==> config.mk <==
export PLATFORM = sky130hd
export DESIGN_NAME = piso_frame_serializer
export DESIGN_NICKNAME = d
export VERILOG_FILES = /design/src/rtl/piso_frame_serializer.sv
export SDC_FILE = /design/constraint.sdc
export NUM_CORES = 1
export LEC_CHECK = 0
export BUFFER_PORTS_ARGS = -buffer_cell sky130_fd_sc_hd__clkbuf_2
export CELL_PAD_IN_SITES_DETAIL_PLACEMENT = 0
export CELL_PAD_IN_SITES_GLOBAL_PLACEMENT = 1
export CORE_MARGIN = 1.5
export CORE_UTILIZATION = 46
export CTS_CLUSTER_SIZE = 8
export DETAILED_ROUTE_END_ITERATION = 8
export PLACE_DENSITY_LB_ADDON = 0.1
export SYNTH_ARGS = -nofsm -noshare
export SYNTH_HDL_FRONTEND = slang
export SYNTH_SLANG_ARGS = --single-unit
==> constraint.sdc <==
create_clock -name clk -period 3.8 [get_ports clk]
set_clock_uncertainty 0.05 [all_clocks]
set_input_delay 0.38 -clock clk [delete_from_list [all_inputs] [get_ports clk]]
set_output_delay 0.38 -clock clk [all_outputs]
set_load 0.005 [all_outputs]
==> src/rtl/piso_frame_serializer.sv <==
`default_nettype none
// ============================================================================
// Module  : piso_frame_serializer
// Brief   : Parallel-in/serial-out framer: start, DATA_W bits LSB-first,
//           optional even parity (macro SER_PARITY_EN), stop. Idle high.
// Revision: 1.0 - initial release
// ============================================================================
module piso_frame_serializer #(
  parameter int DATA_W       = 8,
  parameter int CLKS_PER_BIT = 4
) (
  input  logic              clk,
  input  logic              rst,
  input  logic [DATA_W-1:0] in_data,
  input  logic              in_valid,
  output logic              in_ready,
  output logic              serial_out,
  output logic              busy,
  output logic              frame_done
);

  localparam int CW = (CLKS_PER_BIT > 1) ? $clog2(CLKS_PER_BIT) : 1;
  localparam int BW = (DATA_W > 1) ? $clog2(DATA_W) : 1;
  localparam logic [CW-1:0] C_CYC_LAST = CW'(CLKS_PER_BIT - 1);
  localparam logic [BW-1:0] C_BIT_LAST = BW'(DATA_W - 1);

  typedef enum logic [2:0] {
    S_IDLE   = 3'd0,
    S_START  = 3'd1,
    S_DATA   = 3'd2,
`ifdef SER_PARITY_EN
    S_PARITY = 3'd3,
`endif
    S_STOP   = 3'd4
  } state_t;

  state_t            r_state, w_state_nxt;
  logic [CW-1:0]     r_cyc, w_cyc_nxt;
  logic [BW-1:0]     r_bit, w_bit_nxt;
  logic [DATA_W-1:0] r_shift, w_shift_nxt;
  logic              r_serial_out, w_serial_nxt;
  logic              r_in_ready, w_ready_nxt;
  logic              r_busy, w_busy_nxt;
  logic              r_frame_done, w_done_nxt;
  logic              w_period_end;
`ifdef SER_PARITY_EN
  logic              r_parity, w_parity_nxt;
`endif

  assign w_period_end = (r_cyc == C_CYC_LAST);

  always_ff @(posedge clk or posedge rst) begin
    if (rst) begin
      r_state      <= S_IDLE;
      r_cyc        <= '0;
      r_bit        <= '0;
      r_shift      <= '0;
      r_serial_out <= 1'b1;
      r_in_ready   <= 1'b1;
      r_busy       <= 1'b0;
      r_frame_done <= 1'b0;
`ifdef SER_PARITY_EN
      r_parity     <= 1'b0;
`endif
    end else begin
      r_state      <= w_state_nxt;
      r_cyc        <= w_cyc_nxt;
      r_bit        <= w_bit_nxt;
      r_shift      <= w_shift_nxt;
      r_serial_out <= w_serial_nxt;
      r_in_ready   <= w_ready_nxt;
      r_busy       <= w_busy_nxt;
      r_frame_done <= w_done_nxt;
`ifdef SER_PARITY_EN
      r_parity     <= w_parity_nxt;
`endif
    end
  end

  // Every output is computed one cycle ahead so it can be driven from a flop.
  always_comb begin
    w_state_nxt  = r_state;
    w_cyc_nxt    = r_cyc;
    w_bit_nxt    = r_bit;
    w_shift_nxt  = r_shift;
    w_serial_nxt = r_serial_out;
    w_ready_nxt  = r_in_ready;
    w_busy_nxt   = r_busy;
    w_done_nxt   = 1'b0;
`ifdef SER_PARITY_EN
    w_parity_nxt = r_parity;
`endif

    if (r_state != S_IDLE) begin
      w_cyc_nxt = w_period_end ? '0 : r_cyc + 1'b1;
    end

    case (r_state)
      S_IDLE: begin
        w_ready_nxt  = 1'b1;
        w_busy_nxt   = 1'b0;
        w_serial_nxt = 1'b1;
        if (in_valid && r_in_ready) begin
          w_state_nxt  = S_START;
          w_shift_nxt  = in_data;
          w_cyc_nxt    = '0;
          w_bit_nxt    = '0;
          w_serial_nxt = 1'b0;
          w_ready_nxt  = 1'b0;
          w_busy_nxt   = 1'b1;
`ifdef SER_PARITY_EN
          w_parity_nxt = ^in_data;
`endif
        end
      end

      S_START: begin
        if (w_period_end) begin
          w_state_nxt  = S_DATA;
          w_bit_nxt    = '0;
          w_serial_nxt = r_shift[0];
          w_shift_nxt  = r_shift >> 1;
        end
      end

      S_DATA: begin
        if (w_period_end) begin
          if (r_bit == C_BIT_LAST) begin
`ifdef SER_PARITY_EN
            w_state_nxt  = S_PARITY;
            w_serial_nxt = r_parity;
`else
            w_state_nxt  = S_STOP;
            w_serial_nxt = 1'b1;
`endif
          end else begin
            w_bit_nxt    = r_bit + 1'b1;
            w_serial_nxt = r_shift[0];
            w_shift_nxt  = r_shift >> 1;
          end
        end
      end

`ifdef SER_PARITY_EN
      S_PARITY: begin
        if (w_period_end) begin
          w_state_nxt  = S_STOP;
          w_serial_nxt = 1'b1;
        end
      end
`endif

      S_STOP: begin
        // Ready rises together with frame_done so a new word can go back-to-back.
        if (w_period_end) begin
          w_state_nxt  = S_IDLE;
          w_serial_nxt = 1'b1;
          w_ready_nxt  = 1'b1;
          w_busy_nxt   = 1'b0;
          w_done_nxt   = 1'b1;
        end
      end

      default: begin
        w_state_nxt  = S_IDLE;
        w_serial_nxt = 1'b1;
        w_ready_nxt  = 1'b1;
        w_busy_nxt   = 1'b0;
      end
    endcase
  end

  assign in_ready   = r_in_ready;
  assign serial_out = r_serial_out;
  assign busy       = r_busy;
  assign frame_done = r_frame_done;

endmodule
`default_nettype wire

After elaboration in Yosys (flattened, before gate mapping)
Cells that the tools add are included.
Widths: inputs -> output; s select.
{"block": "word_totals", "mem_count": 0, "input_bits": 11, "latch_bits": 0, "romBits": 0, "out_inout_bits": 4, "wordCells": 62, "ram_bits": 0, "ff_bits": 20}
{"block": "op_classes", "multipliers": 0, "n_bitwise": 1, "reduce_logical": 9, "n_addsub": 2, "magnitude_cmp": 0, "n_mux": 31, "shift": 0, "div": 0, "eq_ne": 11}
{"op": "$mux 8", "count": 4}
{"op": "$mux 3", "count": 8}
{"op": "$pmux 8 s3", "count": 1}
{"op": "$ne 2x2->1 const B", "count": 6}
{"op": "$pmux 3 s4", "count": 1}
{"op": "$reduce_and 5->1", "count": 2}
{"op": "$mux 1", "count": 9}
{"op": "$pmux 3 s3", "count": 1}
{"op": "$mux 2", "count": 4}
{"op": "$eq 3x3->1 const B", "count": 2}
{"op": "$pmux 1 s3", "count": 2}
{"op": "$reduce_bool 3->1", "count": 2}
{"op": "$pmux 1 s4", "count": 1}
{"op": "$add 3x1->3 const B", "count": 1}
{"op": "$eq 3x1->1 const B", "count": 1}
{"op": "$eq 3x2->1 const B", "count": 1}
{"op": "$logic_not 3->1", "count": 1}
{"op": "$reduce_and 3->1", "count": 1}
{"op": "$add 2x1->2 const B", "count": 1}
{"op": "$eq 2x2->1 const B", "count": 1}
{"op": "$reduce_and 2->1", "count": 1}
{"op": "$reduce_or 2->1", "count": 1}
{"op": "$logic_and 1x1->1", "count": 1}
{"op": "$not 1->1", "count": 1}

Depth between registers and ports, before layout
Gate-level depths: netlist (run 1).
{"block": "logic_depth", "ltp_word": 5, "ltp_mapped": 7, "mapped_depth_nobuf": 6}

Worst setup path before layout (run 1)
OpenSTA, ideal clock, no wires.
{"block": "synth_timing", "path_type": "register -> register", "start": "register r_bit[0]", "end": "register r_bit[0]", "path_buffers": 1, "slack_ps": 1724, "period_less_slack_ps": 2076, "required_ps": 3625, "arrival_time_ps": 1901, "stages_incl_launch_ff": 8, "setup_time_ps": 125, "path_cell_list": "dfrtp_1 > ha_1 > ha_1 > o21a_1 > a211oi_4 > o21a_4 > buf_6 > mux2_4"}
{"block": "synth_via", "elab_chain_len": 4, "elab_cells_between_ends": 7, "classes_between": "add/sub: 1; eq/ne: 2; mux: 3; reduce/logical: 1"}
{"element": "start, declared", "line_no": "39", "source": "logic [BW-1:0] r_bit, w_bit_nxt;"}
{"element": "start signal, assigned", "line_no": "68", "source": "r_bit <= w_bit_nxt;"}
{"element": "$add 3x1->3", "line_no": "137", "source": "w_bit_nxt = r_bit + 1'b1;"}
{"element": "$mux 3", "line_no": "128", "source": "if (r_bit == C_BIT_LAST) begin"}
{"element": "$mux 3", "line_no": "127", "source": "if (w_period_end) begin"}
{"element": "$pmux 3 s3", "line_no": "98", "source": "case (r_state)"}
Parallel ways exist; a longest one is shown, timed or not. The select of a mux whose other input is x is not followed.
A chain may end at the register's enable or synchronous reset.

Worst setup path after layout (run 1)
{"block": "layout_timing", "start": "register r_bit[0]", "end": "register r_bit[1]"}
Same word-level chain as after synthesis.

==> results of run 1 <==
-- registers in the layout, indices dropped and copies added (netlist names) --
register    flops
in_ready        1
r_cyc           2
busy            1
frame_done      1
r_state         3
serial_out      1
r_bit           3
r_shift         8
-- cells by family (layout without fill, tap and decap cells) --
group | Yosys count | after routing | synth area share, %
AOI/OAI and AO/OA | 30 | 30 | 21.02
and+or+nand+nor | 26 | 26 | 12.71
DFF | 20 | 20 | 47.74
buffers and inverters | 11 | 22 | 5.343
muxes | 7 | 7 | 7.957
adders and majority gates | 3 | 3 | 3.563
xor gates and xnor gates | 2 | 2 | 1.663
-- final timing paths --
| check | slack (ns) | endpoint | cells after the start | start |
|---|---|---|---|---|
| worst max-delay path | 1.56 | r_bit[1] | 6 | r_bit[0] |
| worst min-delay path | 0.13 | r_shift[5] | 2 | rst |
| worst max register to register | 1.56 | r_bit[1] | 6 | r_bit[0] |
| worst min register to register | 0.43 | serial_out | 2 | serial_out |
| max in group asynchronous | 3.10 | busy | 2 | rst |
| min in group clk | 0.29 | r_shift[7] | 3 | in_data[7] |
-- cells in the final DEF (no fill, tap or decap) --
| cell type | Yosys | routed |
|---|---|---|
| mux2_2 | 3 | 3 |
| o21a_1 | 1 | 1 |
| a21boi_0 | 1 | 1 |
| o21ai_0 | 5 | 5 |
| ha_1 | 3 | 3 |
| or3b_1 | 1 | 1 |
| nor3_1 | 1 | 1 |
| dfrtp_1 | 18 | 18 |
| clkbuf_4 | 0 | 3 |
| o21a_4 | 1 | 1 |
| o31ai_1 | 1 | 1 |
| nand3b_1 | 2 | 2 |
| or2_1 | 1 | 1 |
| nand2_1 | 4 | 4 |
| clkbuf_2 | 0 | 14 |
| nor2_1 | 9 | 9 |
| clkbuf_8 | 0 | 1 |
| and3_1 | 2 | 2 |
| inv_1 | 4 | 4 |
| nor4bb_1 | 1 | 1 |
| mux2_4 | 2 | 2 |
| or2_2 | 1 | 1 |
| nand2b_1 | 1 | 1 |
| o22ai_1 | 10 | 10 |
| a2bb2oi_1 | 7 | 7 |
| a21oi_1 | 3 | 3 |
| dfstp_2 | 2 | 2 |
| nand3_1 | 3 | 3 |
| xnor2_1 | 1 | 1 |
| xor2_1 | 1 | 1 |
| mux2i_1 | 2 | 2 |
| a211oi_4 | 1 | 1 |
-- worst max-delay path: stages, from the launching register on --
cell and delay (ns):
dfrtp_1 0.42, ha_1 0.20, ha_1 0.19, o21a_1 0.20, a211oi_4 0.43, o21a_4 0.29, mux2_2 0.35
-- final cells by class --
cell class | count | area share, %
Sequential cell | 20 | 43.60
Tap cell | 28 | 3.037
Multi-Input combinational cell | 68 | 42.84
Timing Repair Buffer | 14 | 6.074
Clock buffer | 4 | 3.145
Inverter | 4 | 1.302
-- synthesized netlist by cell type (all sizes together), types with 2 or more instances --
cell      n  area [um^2]
dfrtp    18        450.4
mux2i     2        20.02
nor2      9        33.78
o21a      2        22.52
nand2     4        15.01
o22ai    10        62.56
a2bb2oi   7        61.31
nand3b    2        15.01
or2       2        12.52
clkbuf    4        15.01
a21oi     3        15.01
nand3     3        15.01
mux2      5        63.81
buf       3        26.27
ha        3        37.54
inv       4        15.01
and3      2        12.51
o21ai     5        25.02
dfstp     2        52.55
-- power by group through the flow --
stage | Sequential (mW) | Clock (mW) | Combinational, mW
final | 0.401 | 0.124 | 0.515
after detailed placement | 0.405 | 0 | 0.516
after global routing | 0.418 | 0.138 | 0.576
after CTS | 0.401 | 0.129 | 0.517
after floorplan | 0.356 | 0 | 0.498
after global placement | 0.401 | 0 | 0.506
-- layer usage --
layer,vias to the layer above,routed length [um]
li1,382,-
met1,370,935
met2,11,913
met3,2,43
met4,0,17
met5,-,0
-- metrics by stage --
stage / area, um^2 / std cells
after floorplan: 1054 / 99
after global placement: 1117 / 134
after detailed placement: 1117 / 134
after CTS: 1154 / 138
after global routing: 1154 / 138
final: 1154 / 138
==> metrics.cfg, run 1 <==
[cts]
clock_sinks=20
cts_buffers=3
cts_buffer_depth=2
clk_latency_ns=0.30
cts_tree=done
cts_root_buffer=clkbuf_4
ctsResizeCount=0
post-cts-setup-buffers=0
htree_levels=1
cts.clk_slew.worst_paths_ns=0.12
cts.hold.buffers_added=0

[sta]
rsz0062_at_grt=false
period_minus_slack_ns=2.239
period_share_pct=58.91
hold_viol_final=0
fmax_ghz=0.4467
finalSetupTns_ns=0
setup_ws_ns=1.561
relSlewSlack_pct=49.36
tightest_slew_ns=0.7588
setup_violations=0
hold_ws_ns=0.1256
slew_violations=0

[power]
vdd_drop_max_mv=0.4133
p_seq_share_pct=38.6
p_comb_share_pct=49.5
p_leak_nw=0.5444
power_mw=1.039
power_density_nw_per_um2=901.0
swShare_pct=39.23
p_int_mw=0.6317
clockPowerShare_pct=11.9
switchingPower_mw=0.4077

[job]
cap_violations=0

[floorplanning]
rows=17
die_y_um=50.86
ioPinCount=15
die_w_um=50.86
die_area_um2=2586
start_util_pct=48.09
core_area_um2=2191

[drt]
avgViaCountPerCell=5.543
drt-initial-drc-count=11
firstDrtPassIters=4
ant_nets=0
num_vias=765
drc_errors=0
wirelength_um=1910
wl_per_cell_um=13.84

[min_path]
min_path_type=in -> async

[finish]
synthToLayoutAreaGrowth_pct=9.502
fill_cells=210
multiInputGateArea_um2=494.2
fin_util_pct=52.66
diodes=0
nets=125
layout-drive-gt1-share_pct=25.45
layout.area.seq_um2=503.0

[yosys]
syn-num-nets=113
ys_seq_area_share_pct=47.74
synth_edf_count=0
ys_types=32
ys_seq_elements=20
yosys_warnings=0
netlist_instances=99
synth-async-reset-ratio_pct=100.0
synth_area_um2=1054
synth_ff_type=dfrtp_1
syn-mean-instance-area_um2=10.64

[grt]
grt_overflow_total=0
antenna_found_initial=0
gr-usage-all-layers_pct=17.45
grt_max_degree=21
grt_busiest_layer=met2
groute.layer.met1.usage_pct=23.27
met2_usage_pct=28.07
grt_pass1_wl_um=3339
grt_pass1_vias=755
grt_use_met3_pct=2.632

[critical_path]
cp-end-kind=flip-flop
crit_type=reg -> reg
worst_setup_path_start_kind=flip-flop
arrival_ns=2.39
cp_max_fo=11
crit_required_ns=3.95

[place]
gp_congestion=0.7068
dp_hpwl_um=1299
pre_cts_ws_ns=1.576
io_buffers=14

[outcome]
status=finished clean

No activity file was read; power rests on OpenSTA's default activity.
==> inputs of run 2 (changes only) <==
--- a/config.mk
+++ b/config.mk
@@ -5,11 +5,12 @@
 export SDC_FILE = /design/constraint.sdc
 export NUM_CORES = 1
 export LEC_CHECK = 0
+export ABC_AREA = 1
 export BUFFER_PORTS_ARGS = -buffer_cell sky130_fd_sc_hd__clkbuf_2
 export CELL_PAD_IN_SITES_DETAIL_PLACEMENT = 0
 export CELL_PAD_IN_SITES_GLOBAL_PLACEMENT = 1
 export CORE_MARGIN = 1.5
-export CORE_UTILIZATION = 46
+export CORE_UTILIZATION = 37
 export CTS_CLUSTER_SIZE = 8
 export DETAILED_ROUTE_END_ITERATION = 8
 export PLACE_DENSITY_LB_ADDON = 0.1
==> constraint.sdc (replaced) <==
create_clock -name clk -period 2 [get_ports clk]
set_clock_uncertainty 0.05 [all_clocks]
set_input_delay 0.2 -clock clk [delete_from_list [all_inputs] [get_ports clk]]
set_output_delay 0.2 -clock clk [all_outputs]
set_load 0.005 [all_outputs]
==> run 2 against run 1 <==
  * Design area is 7.0% higher
  * Synthesized cell count is 45% higher
  * Clock-buffer cell count stayed put
  * Via count is 24% higher
  * Critical path type unchanged
  * Critical endpoint is now r_shift[0]
  * Largest cell class is now multi-input combinational cells
==> metrics.cfg, run 2 <==
[outcome]
status=finished clean

[grt]
grt_pass1_wl_um=4181
grt_max_degree=21
grt_overflow_total=0
grt_pass1_vias=910
antenna_found_initial=0
gr-usage-all-layers_pct=16.53

[critical_path]
path_depth=7
crit_path_max_incr_delay_ns=0.45
cp_max_fo=15
path_buf_inv=1
rrSetupSlack_ns=0.28
cp-end-kind=flip-flop
worst_setup_path_start_kind=flip-flop
reg2reg_from=r_state[2]
crit_top_cell=nand2_1
critical_path.top_delay_family=simple AND/OR/NAND/NOR gates
crit_type=reg -> reg
crit_chain=inv_1, nand3_2, nand2_4, nand2_1, nand3_2, nand2_1, nand2_1
cp_slowest_cell=dfrtp_1
arrival_ns=1.91
crit_required_ns=2.20
r2r_cells=7
r2r-end=r_shift[0]

[power]
p_comb_share_pct=55.1
power_density_nw_per_um2=1751
swShare_pct=47.93
switchingPower_mw=1.037
p_seq_share_pct=34.0
p_int_mw=1.126
power_mw=2.163
p_leak_nw=0.7341
vdd_drop_max_mv=0.5548
clockPowerShare_pct=10.9

[cts]
clock_sinks=20
cts_buffers=3
htree_levels=1
ctsResizeCount=0
cts.clk_slew.worst_paths_ns=0.12
cts_buffer_depth=2
post-cts-setup-buffers=0
clk_latency_ns=0.30
cts_tree=done
cts_root_buffer=clkbuf_4

[yosys]
synth_top_area_share_pct=40.31
ys_seq_area_share_pct=45.02
syn-mean-instance-area_um2=7.759
synth_area_um2=1117
synth.most_common_cell=nand2_1
ys_seq_elements=20
synth_ff_type=dfrtp_1
ys_types=21
yosysTopAreaCell=dfrtp_1
syn-num-nets=158
synth-async-reset-ratio_pct=100.0
synthTopCellsByCount=nand2_1 (54), nand3_1 (25), dfrtp_1 (18)
yosys_warnings=0
synth_edf_count=0
ys_top_cells_by_area=dfrtp_1 (40%), nand2_1 (18%), nand3_1 (11%), dfstp_2 (4.7%), inv_1 (4.0%)
netlist_instances=144

[sta]
setup_ws_ns=0.2832
hold_ws_ns=0.1602
tightest_slew_ns=0.7854
rsz0062_at_grt=false
fmax_ghz=0.5825
setup_violations=0
period_minus_slack_ns=1.717
slew_violations=0
relSlewSlack_pct=47.58
period_share_pct=85.84
finalSetupTns_ns=0
hold_viol_final=0

[floorplanning]
ioPinCount=15
start_util_pct=39.83
rows=19
die_y_um=57.95
die_w_um=57.95
core_area_um2=2805
die_area_um2=3358

[finish]
diodes=0
fin_area_um2=1235
fin_util_pct=44.02
fill_cells=305
synthToLayoutAreaGrowth_pct=10.53
layout_common_cells=nand2_1 (54), nand3_1 (25), dfrtp_1 (18)
layout_commonest_cell=nand2_1
reg.largest.list=r_shift (8), r_bit (3), r_state (3)
layout-drive-gt1-share_pct=18.87
regMostFlops=r_shift
fin_cells=190
largest_reg_flops=8
nets=174

[drt]
ant_nets=0
drc_errors=0
drt-initial-drc-count=13
wirelength_um=2397
avgViaCountPerCell=5.000
firstDrtPassIters=4
num_vias=950
wl_per_cell_um=12.62

[place]
io_buffers=14
dp.cells=185
dp_hpwl_um=1708
place_area_um2=1189
pre_cts_ws_ns=0.3090
gp_congestion=0.7777

[min_path]
whs_endpoint=r_shift[7]
hp-start=in_data[7]
hold_depth=5
min_path_type=in -> reg

[job]
cap_violations=0

-- run 2: cell types whose count changed in the layout (fill, tap and decap cells not counted), sizes merged, moves of 2 or more --
cell and change:
a21oi -2, a2bb2oi -7, and3 -2, buf +2, inv +9, mux2 -5
mux2i -2, nand2 +52, nand3 +25, nand3b -2, nand4 +2, o22ai -10
or2 -2
-- run 2: power groups by stage --
stage               clock (mW)  sequential (mW)  combinational (mW)
finish                   0.237            0.734                1.19
floorplan                    0            0.703                1.02
CTS                      0.250            0.737                1.20
global placement             0            0.736                1.18
global route             0.262            0.762                1.39
detailed placement           0            0.747                1.19
-- run 2: layout make-up --
cell class	count	area, um^2	area share (%)
sequential	20	503.0	40.73
timing repair buffer	17	95.09	7.700
multi-input combinational	105	513.0	41.54
inverter	13	48.80	3.951
clock buffer	4	36.28	2.938
tap	31	38.79	3.141
-- run 2: tightest hold or removal path: cells and delay by family --
kind / cells / cell delay [ns]
buffers and inverters: 2 / 0.12
and+or+nand+nor: 3 / 0.16
-- run 2: metal layers --
layer  GRT usage (%)  up-vias  wire length, um
met4           6.977        0               23
met1           21.22      447             1092
met5               0        -                0
met3           2.009        2               68
met2           28.08       12             1212
li1                -      489                -
-- run 2: worst max-delay path by stage --
stage	from	endpoint	slack [ns]
final	r_state[2]	r_shift[0]	0.28
after global routing	r_state[2]	r_bit[2]	0.1
after CTS	r_state[1]	r_shift[7]	0.29
after detailed placement	r_state[2]	r_shift[0]	0.31
after global placement	r_state[2]	r_bit[2]	0.40
after floorplan	r_bit[0]	r_bit[2]	0.56
-- run 2: repair_timing --
| action | CTS | global route |
|---|---|---|
| endpoints found under the hold margin | 18 | 0 |
| hold buffers | 1 | 0 |
| endpoints found under the setup margin | 0 | 0 |
-- run 2: cell families after synthesis --
logic type | share of synthesized area [%]
compound gates | 3.359
fa+ha+maj | 3.360
buf+inv | 9.069
flops | 45.02
simple gates | 39.19
==> inputs of run 3 (changes only) <==
--- a/config.mk
+++ b/config.mk
@@ -6,7 +6,7 @@
 export NUM_CORES = 1
 export LEC_CHECK = 0
 export ABC_AREA = 1
-export BUFFER_PORTS_ARGS = -buffer_cell sky130_fd_sc_hd__clkbuf_2
+export BUFFER_PORTS_ARGS = -buffer_cell sky130_fd_sc_hd__buf_2
 export CELL_PAD_IN_SITES_DETAIL_PLACEMENT = 0
 export CELL_PAD_IN_SITES_GLOBAL_PLACEMENT = 1
 export CORE_MARGIN = 1.5
==> run 3 against run 2 <==
  * Maximum frequency up 2.7%
  * Largest cell class unchanged
  * Setup slack improved by 0.045 ns
  * Largest power group unchanged
  * Sequential power hardly changed
  * Critical endpoint is now r_shift[4]
  * Critical path type unchanged
  * Highest routed layer unchanged
==> metrics.cfg, run 3 (synthesis results as in run 2) <==
[cts]
cts_buffers=3
cts_root_buffer=clkbuf_4
cts_buffer_depth=2
cts.clk_slew.worst_paths_ns=0.12
htree_levels=1
cts_tree=done
clk_latency_ns=0.30
ctsResizeCount=0
clock_sinks=20

[drt]
ant_nets=0
firstDrtPassIters=4
drc_errors=0
wirelength_um=2258
drt-initial-drc-count=34
wl_per_cell_um=11.88
avgViaCountPerCell=4.905
num_vias=932

[place]
gp_congestion=0.7647
pre_cts_ws_ns=0.3469
io_buffers=14
dp_hpwl_um=1624
place_area_um2=1189

[finish]
diodes=0
layout-drive-gt1-share_pct=18.87
synthToLayoutAreaGrowth_pct=11.98
fin_area_um2=1251
layout_commonest_cell=nand2_1
layout_common_cells=nand2_1 (54), nand3_1 (25), dfrtp_1 (18)
largest_reg_flops=8
reg.largest.list=r_shift (8), r_bit (3), r_state (3)
regMostFlops=r_shift
nets=174

[critical_path]
crit_required_ns=2.20
crit_top_cell=nand2_1
crit_chain=inv_1, nand3_2, nand2_4, nand2_1, nand3_2, nand2_1, nand2_1
cp_slowest_cell=dfrtp_1
cp-end-kind=flip-flop
crit_type=reg -> reg
crit_path_max_incr_delay_ns=0.45
arrival_ns=1.87
worst_setup_path_start_kind=flip-flop
cp_max_fo=15

[power]
clockPowerShare_pct=14.9
p_leak_nw=0.7394
switchingPower_mw=1.022
power_density_nw_per_um2=1790
p_int_mw=1.218
vdd_drop_max_mv=0.6089
p_seq_share_pct=32.8
p_comb_share_pct=52.3
swShare_pct=45.63

[sta]
fmax_ghz=0.5980
tightest_slew_ns=0.7873
relSlewSlack_pct=47.45
period_minus_slack_ns=1.672
rsz0062_at_grt=false
setup_ws_ns=0.3277
period_share_pct=83.61
slew_violations=0
hold_ws_ns=0.1620
finalSetupTns_ns=0
setup_violations=0
hold_viol_final=0

[grt]
antenna_found_initial=0
grt_overflow_total=0
gr-usage-all-layers_pct=15.04
grt_max_degree=21
grt_pass1_wl_um=3891
grt_pass1_vias=880

[floorplanning]
core_area_um2=2805
start_util_pct=39.83
die_w_um=57.95
die_y_um=57.95
rows=19
ioPinCount=15
die_area_um2=3358

[min_path]
min_path_type=in -> reg

[job]
cap_violations=0

[outcome]
status=finished clean

==> run 3: critical path, delay by kind of cell (launching register included) <==
family	cells	cell delay, ns
AND/OR/NAND/NOR	6	0.95
flip-flops	1	0.45
buffers and inverters	1	0.15
==> run 3: layer usage <==
layer	track usage, %	vias up	routed length (um)
met5	0	-	0
met4	5.980	0	18
met3	2.009	2	65
met2	24.19	11	1100
met1	20.54	429	1074
li1	-	490	-
==> run 3: area by class of cell <==
| cell class | instances | area (um^2) |
|---|---|---|
| timing repair buffer | 17 | 95.09 |
| multi-input combinational | 105 | 513.0 |
| tap | 31 | 38.79 |
| sequential | 20 | 503.0 |
| fill | 290 | 1554 |
| clock inverter | 1 | 30.03 |
| inverter | 13 | 48.80 |
| clock buffer | 3 | 22.52 |
==> run 3: worst paths after layout <==
check | endpoint | slack [ns] | startpoint | cells past startpoint
hold / removal | r_shift[7] | 0.16 | in_data[7] | 5
setup reg to reg | r_shift[4] | 0.33 | r_state[2] | 7
max in group asynchronous | r_shift[2] | 0.89 | rst | 3
min in group asynchronous | r_state[1] | 0.52 | rst | 3
setup / recovery | r_shift[4] | 0.33 | r_state[2] | 7
hold reg to reg | serial_out | 0.42 | serial_out | 2
==> run 3: repair_timing <==
action,in CTS,in global routing
hold endpoints to repair,18,0
buffers inserted,0,0
hold buffers,1,0
==> run 3: per-stage QoR <==
stage          total power [mW]  std cells  utilization (%)
2_1_floorplan             1.722        144                -
3_3_place_gp              1.917        185            42.37
3_5_place_dp              1.926        185            42.37
4_1_cts                   2.271        190            44.60
5_1_grt                   2.487        190            44.60
6_report                  2.239        190            44.60
==> run 3: power groups by stage <==
stage	Sequential [mW]	Clock [mW]	Combinational (mW)
6_report	0.734	0.334	1.17
5_1_grt	0.753	0.360	1.37
4_1_cts	0.732	0.346	1.19
3_5_place_dp	0.741	0	1.18
3_3_place_gp	0.735	0	1.18
2_1_floorplan	0.703	0	1.02
